<file path="src/rtl/phy_tx_par2serial_if.sv">
// Byte-in / serial-out bus between the TX lane mux and the parallel-to-serial stage.
// master = byte source and serial observer, slave = serializer.
interface phy_tx_par2serial_if #(
  parameter int DATA_W = 8
);
  logic [DATA_W-1:0] data_in;
  logic              valid_in;
  logic              ready_out;
  logic              serial_out;
  logic              serial_valid;
  logic              frame_start;
  logic              overflow;

  modport master (
    output data_in, valid_in,
    input  ready_out, serial_out, serial_valid, frame_start, overflow
  );

  modport slave (
    input  data_in, valid_in,
    output ready_out, serial_out, serial_valid, frame_start, overflow
  );
endinterface

</file>
<file path="src/rtl/phy_tx_par2serial.sv">
// Byte FIFO feeding a free-running MSB-first serializer; idle pattern when the FIFO is empty.
// Define PHY_TX_PARITY_EN to append an even-parity bit (9-bit frames).
module phy_tx_par2serial #(
  parameter int             DATA_W     = 8,
  parameter logic [7:0]     IDLE_BYTE  = 8'hBC,
  parameter int             FIFO_DEPTH = 4
) (
  input  logic               clk,
  input  logic               reset,
  phy_tx_par2serial_if.slave bus
);
`ifdef PHY_TX_PARITY_EN
  localparam int BITS = DATA_W + 1;
`else
  localparam int BITS = DATA_W;
`endif
  localparam int PTR_W = (FIFO_DEPTH > 1) ? $clog2(FIFO_DEPTH) : 1;
  localparam int CNT_W = 4;
  localparam logic [PTR_W:0]   DEPTH_C = (PTR_W + 1)'(FIFO_DEPTH);
  localparam logic [CNT_W-1:0] LAST_C  = CNT_W'(BITS - 1);

  logic [DATA_W-1:0] mem_reg [FIFO_DEPTH];
  logic [PTR_W-1:0]  wr_ptr_reg, rd_ptr_reg;
  logic [PTR_W:0]    count_reg, count_next;

  logic [CNT_W-1:0]  cnt_reg;
  logic [BITS-1:0]   shift_reg;
  logic              serial_out_reg;
  logic              serial_valid_reg;
  logic              frame_start_reg;
  logic              overflow_reg;

  logic              full;
  logic              push;
  logic              load;
  logic              pop;
  logic [DATA_W-1:0] load_byte;
  logic [BITS-1:0]   frame_w;

  // ready_out comes from the registered count only, so a pop on the same edge
  // never opens a slot for a push in a full FIFO.
  assign full = (count_reg == DEPTH_C);
  assign push = bus.valid_in && !full;
  assign load = (cnt_reg == '0);
  assign pop  = load && (count_reg != '0);

  always_comb begin
    load_byte = IDLE_BYTE;
    if (pop) begin
      load_byte = mem_reg[rd_ptr_reg];
    end
  end

`ifdef PHY_TX_PARITY_EN
  assign frame_w = {load_byte, ^load_byte};
`else
  assign frame_w = load_byte;
`endif

  always_comb begin
    count_next = count_reg;
    unique case ({push, pop})
      2'b10:   count_next = count_reg + 1'b1;
      2'b01:   count_next = count_reg - 1'b1;
      default: count_next = count_reg;
    endcase
  end

  always_ff @(posedge clk) begin
    if (push) begin
      mem_reg[wr_ptr_reg] <= bus.data_in;
    end
  end

  always_ff @(posedge clk) begin
    if (reset) begin
      wr_ptr_reg       <= '0;
      rd_ptr_reg       <= '0;
      count_reg        <= '0;
      cnt_reg          <= '0;
      shift_reg        <= '0;
      serial_out_reg   <= 1'b0;
      serial_valid_reg <= 1'b0;
      frame_start_reg  <= 1'b0;
      overflow_reg     <= 1'b0;
    end else begin
      count_reg <= count_next;
      if (push) begin
        wr_ptr_reg <= wr_ptr_reg + PTR_W'(1);
      end
      if (pop) begin
        rd_ptr_reg <= rd_ptr_reg + PTR_W'(1);
      end
      if (bus.valid_in && full) begin
        overflow_reg <= 1'b1;
      end
      if (load) begin
        serial_out_reg   <= frame_w[BITS-1];
        shift_reg        <= frame_w << 1;
        serial_valid_reg <= pop;
        frame_start_reg  <= 1'b1;
        cnt_reg          <= CNT_W'(1);
      end else begin
        serial_out_reg  <= shift_reg[BITS-1];
        shift_reg       <= shift_reg << 1;
        frame_start_reg <= 1'b0;
        cnt_reg         <= (cnt_reg == LAST_C) ? '0 : cnt_reg + CNT_W'(1);
      end
    end
  end

  assign bus.ready_out    = !full;
  assign bus.serial_out   = serial_out_reg;
  assign bus.serial_valid = serial_valid_reg;
  assign bus.frame_start  = frame_start_reg;
  assign bus.overflow     = overflow_reg;
endmodule

</file>
<file path="src/flat_wrapper.sv">
// flat-port wrapper written by rule: the top's interface ports become plain ports
module phy_tx_par2serial_flat 
#(
  parameter int             DATA_W     = 8,
  parameter logic [7:0]     IDLE_BYTE  = 8'hBC,
  parameter int             FIFO_DEPTH = 4
)
  (clk, reset, bus_data_in, bus_valid_in, bus_ready_out, bus_serial_out, bus_serial_valid, bus_frame_start, bus_overflow);
  phy_tx_par2serial_if #(.DATA_W(DATA_W)) bus_i ();
  input  logic clk;
  input  logic reset;
  input wire logic [$bits(bus_i.data_in)-1:0] bus_data_in;
  input wire logic [$bits(bus_i.valid_in)-1:0] bus_valid_in;
  output wire logic [$bits(bus_i.ready_out)-1:0] bus_ready_out;
  output wire logic [$bits(bus_i.serial_out)-1:0] bus_serial_out;
  output wire logic [$bits(bus_i.serial_valid)-1:0] bus_serial_valid;
  output wire logic [$bits(bus_i.frame_start)-1:0] bus_frame_start;
  output wire logic [$bits(bus_i.overflow)-1:0] bus_overflow;
  assign bus_i.data_in = bus_data_in;
  assign bus_i.valid_in = bus_valid_in;
  assign bus_ready_out = bus_i.ready_out;
  assign bus_serial_out = bus_i.serial_out;
  assign bus_serial_valid = bus_i.serial_valid;
  assign bus_frame_start = bus_i.frame_start;
  assign bus_overflow = bus_i.overflow;
  phy_tx_par2serial #(.DATA_W(DATA_W), .IDLE_BYTE(IDLE_BYTE), .FIFO_DEPTH(FIFO_DEPTH)) u_core (.clk(clk), .reset(reset), .bus(bus_i));
endmodule
</file>
<file path="config.mk">
export PLATFORM = sky130hd
export DESIGN_NAME = phy_tx_par2serial_flat
export DESIGN_NICKNAME = d
export VERILOG_FILES = /design/src/rtl/phy_tx_par2serial_if.sv /design/src/rtl/phy_tx_par2serial.sv /design/src/flat_wrapper.sv
export SDC_FILE = /design/constraint.sdc
export NUM_CORES = 1
export LEC_CHECK = 0
export CORE_UTILIZATION = 54
export CTS_BUF_LIST = sky130_fd_sc_hd__clkbuf_4
export CTS_CLUSTER_SIZE = 40
export DETAILED_ROUTE_END_ITERATION = 7
export PLACE_DENSITY = 0.8
export SYNTH_ARGS = -nofsm -noshare
export SYNTH_HDL_FRONTEND = slang
export SYNTH_SLANG_ARGS = --single-unit
</file>
<file path="constraint.sdc">
create_clock -name clk -period 2.8 [get_ports clk]
set_clock_uncertainty 0.15 [all_clocks]
set_input_delay 0.84 -clock clk [delete_from_list [all_inputs] [get_ports clk]]
set_output_delay 0.84 -clock clk [all_outputs]
set_load 0.01 [all_outputs]
</file>
==> results.md <==
- Cell row count: 22
- Leak: 0.0009057 µW
- Pwr dens: 779.3 nW/µm²
- Final hold violation count: 0
- Antenna violations before repair: 0
- Max Clock Freq: around 0.37 GHz
- Number of ports placed on the die boundary: 16
- Synthesized area per cell: ~14 µm²
- CP startpoint: u_core.count_reg[0]
- Max-slew headroom at the worst pin: 64.24%
- Global routing usage on met2: roughly a third
- Placed wire-length estimate: 2517 µm
- Count of flip-flops with a built-in enable after synthesis: 32
- Path depth of the worst reg2reg path: 11
- Antenna diodes: 0
- Ratio of cells with drive above 1 in the final layout: 17.34%
- Fillers: around 280
- Critical path type: reg -> out
- Die outline width: ~66 µm
- Number of buffers inserted during clock tree synthesis: 5
- Total nets after synthesis: approximately 170
- Number of max-cap violations: 0
- Wire length of the first global-routing pass: slightly below 6000 µm
- Leading cell type in the layout, fill and taps excluded: sky130_fd_sc_hd__edfxtp_1
- Count of antenna-violating nets left after detailed routing: 0
- Number of pins exceeding their max-slew limit in the final report: 0
- Clock-pin slew on the worst setup and hold paths: 160 ps
- TritonCTS clock tree: yes
- Worst VDD drop: 0.0004815 V
- Quantity of hold-fixing buffers added after cts: 0
- Synthesis-to-finish area growth: 13.23%
- Worst min-delay path startpoint: u_core.shift_reg[1]
- Clock insertion delay at the later pin of the skew report: between 300 and 400 ps
- Sort of element at the start of the critical path: register
- Sinks on Clock Net: between 50 and 60
- Met3 Resource Use GR: just under 7%
- Worst Path Required: 1810 ps
- GRT met1 Usage: between 20% and 30%
- #FFs+latches synth: between 50 and 60
- Synthesized area: between 2000 and 2500 µm²
- Top fanout value on the critical path: 10
- Share of flip-flops with an asynchronous set or reset: 0%
- Post-CTS Repair Setup Buffers: 0
- Grt total ovfl: 0
- Setup repair after global routing missed its margin: no
- Arrival time worst endpoint: around 1700 ps
- Distinct cells, synth: 33
- Worst hold path class: reg -> reg
- Number of buffers inserted by port buffering: 15
- Pin slew with the least headroom to its limit: ~540 ps
- All-layer global routing usage: a little under a fifth
- Fraction of the cycle the final worst path needs: between 90% and 100%
- Most used flip-flop cell after synthesis: sky130_fd_sc_hd__edfxtp_1
- Largest net degree at the start of global routing: 19
- Final routed DRC violation total: 0
- Number of flip-flops in the largest register: 32
- Final-report setup violation count: 0
- Outcome: completed
- Worst hold-check slack: 302.1 ps
- Total Die Area: 4359 µm²
- Die Span Y: approximately 66 µm
- Routed WL per cell: around 16 µm
- Setup crit end kind: output pin
- First DRT Iteration DRCs: 57
- Final nets: approximately 190
- Top library cells by usage in the layout, fill and taps aside: sky130_fd_sc_hd__edfxtp_1 (32), sky130_fd_sc_hd__dfxtp_1 (23), sky130_fd_sc_hd__clkdlybuf4s50_1 (15), sky130_fd_sc_hd__a21oi_1 (12), sky130_fd_sc_hd__inv_1 (10)
- Number of iterations in the first detailed-routing pass: 5
- Sequential-to-total area share from yosys stat: 65.12%
- Total wire length after detailed routing: roughly 3500 µm
- Syn. warnings: 0
- Buffer depth of the longest clock path: 2
- Number of H-tree branching levels: 2
- Final total negative setup slack: 0 ps
- Core Box Area: ~3800 µm²
- Root Buffer Master: sky130_fd_sc_hd__clkbuf_4
- Peak-usage layer in the global routing report: met2
- Worst reg2reg startpoint: u_core.cnt_reg[0]
- Post-synthesis cell count: 153
- Post-route minimum period: between 2000 and 3000 ps
- RePlAce Congestion: roughly 0.72
- Vias per Instance: 5.652
- Vias in the first global route: 1,252
- Total via count after detailed routing: 1,249
- Instance count along the most critical hold path: 2
- Initial core utilization: 58.27%
==> worst max-delay path, cell delays in order (launching register included) <==
cell,delay [ps]
sky130_fd_sc_hd__dfxtp_1,380
sky130_fd_sc_hd__or3b_4,460
sky130_fd_sc_hd__clkdlybuf4s50_1,500
==> report_power, final <==
part / internal [µW] / switching [µW]
Clock: 191 / 248
Combinational: 233 / 218
Sequential: 982 / 80.9
==> cells in the mapped netlist (2+ instances only) <==
cell	number	area, µm²
sky130_fd_sc_hd__ha_1	7	87.58
sky130_fd_sc_hd__nand2_1	5	18.77
sky130_fd_sc_hd__and3_1	4	25.02
sky130_fd_sc_hd__or3_1	3	18.77
sky130_fd_sc_hd__a21oi_1	12	60.06
sky130_fd_sc_hd__mux4_2	8	180.2
sky130_fd_sc_hd__o21ai_0	2	10.01
sky130_fd_sc_hd__nand3_1	6	30.03
sky130_fd_sc_hd__clkbuf_1	5	18.77
sky130_fd_sc_hd__a21o_1	2	15.01
sky130_fd_sc_hd__inv_1	10	37.54
sky130_fd_sc_hd__o221a_2	5	56.30
sky130_fd_sc_hd__mux2i_1	2	20.02
sky130_fd_sc_hd__dfxtp_1	24	480.5
sky130_fd_sc_hd__xor2_1	2	17.52
sky130_fd_sc_hd__nor2_1	8	30.03
sky130_fd_sc_hd__edfxtp_1	32	960.9
==> metrics by stage <==
stage	setup slack, ps	total power [µW]	utilization, %	cell area [µm²]	cells
6_report	87.87	1953	65.98	2506	221
5_1_grt	21.80	2058	65.98	2506	221
4_1_cts	44.70	1964	65.94	2505	221
3_5_place_dp	1.021	1528	63.67	2419	213
3_3_place_gp	95.41	1493	63.67	2419	213
2_1_floorplan	194.3	1381	-	2213	153
==> repair_timing <==
action / 4_1_cts / 5_1_grt
setup endpoints to repair: 1 / 1
resized for setup: 1 / 1
endpoints found under the hold margin: 0 / 0
==> kinds of logic (layout without fill, tap and decap cells) <==
logic type / after synthesis / count (layout) / synth area share [%]
and+or+nand+nor: 35 / 35 / 8.819
muxes: 11 / 11 / 9.553
xor gates and xnor gates: 2 / 2 / 0.7916
buffers and inverters: 17 / 37 / 3.279
adders and majority gates: 8 / 8 / 4.861
AOI/OAI and AO/OA: 24 / 24 / 7.575
DFF: 56 / 56 / 65.12
==> routing by layer <==
layer / routed length [µm] / vias up
met4: 47 / 0
met3: 139 / 7
met5: 0 / -
met1: 1504 / 617
li1: - / 600
met2: 1821 / 25
==> final timing paths <==
check | to | slack (ps)
hold / removal | u_core.shift_reg[2] | 300
hold reg to reg | u_core.shift_reg[2] | 300
setup reg to reg | u_core.count_reg[2] | 280
setup / recovery | bus_ready_out | 90
==> cell type report <==
class                   count  area [µm²]  share of cell area, %
clock buffers               5       37.54                  1.498
clock inverters             3       46.29                  1.847
inverters                  10       37.54                  1.498
multi-input cells          80       701.9                  28.01
flip-flops and latches     56        1443                  57.56
well taps                  48       60.06                  2.396
repair buffers             19       180.2                  7.189
(Power assumes the default switching activity.)
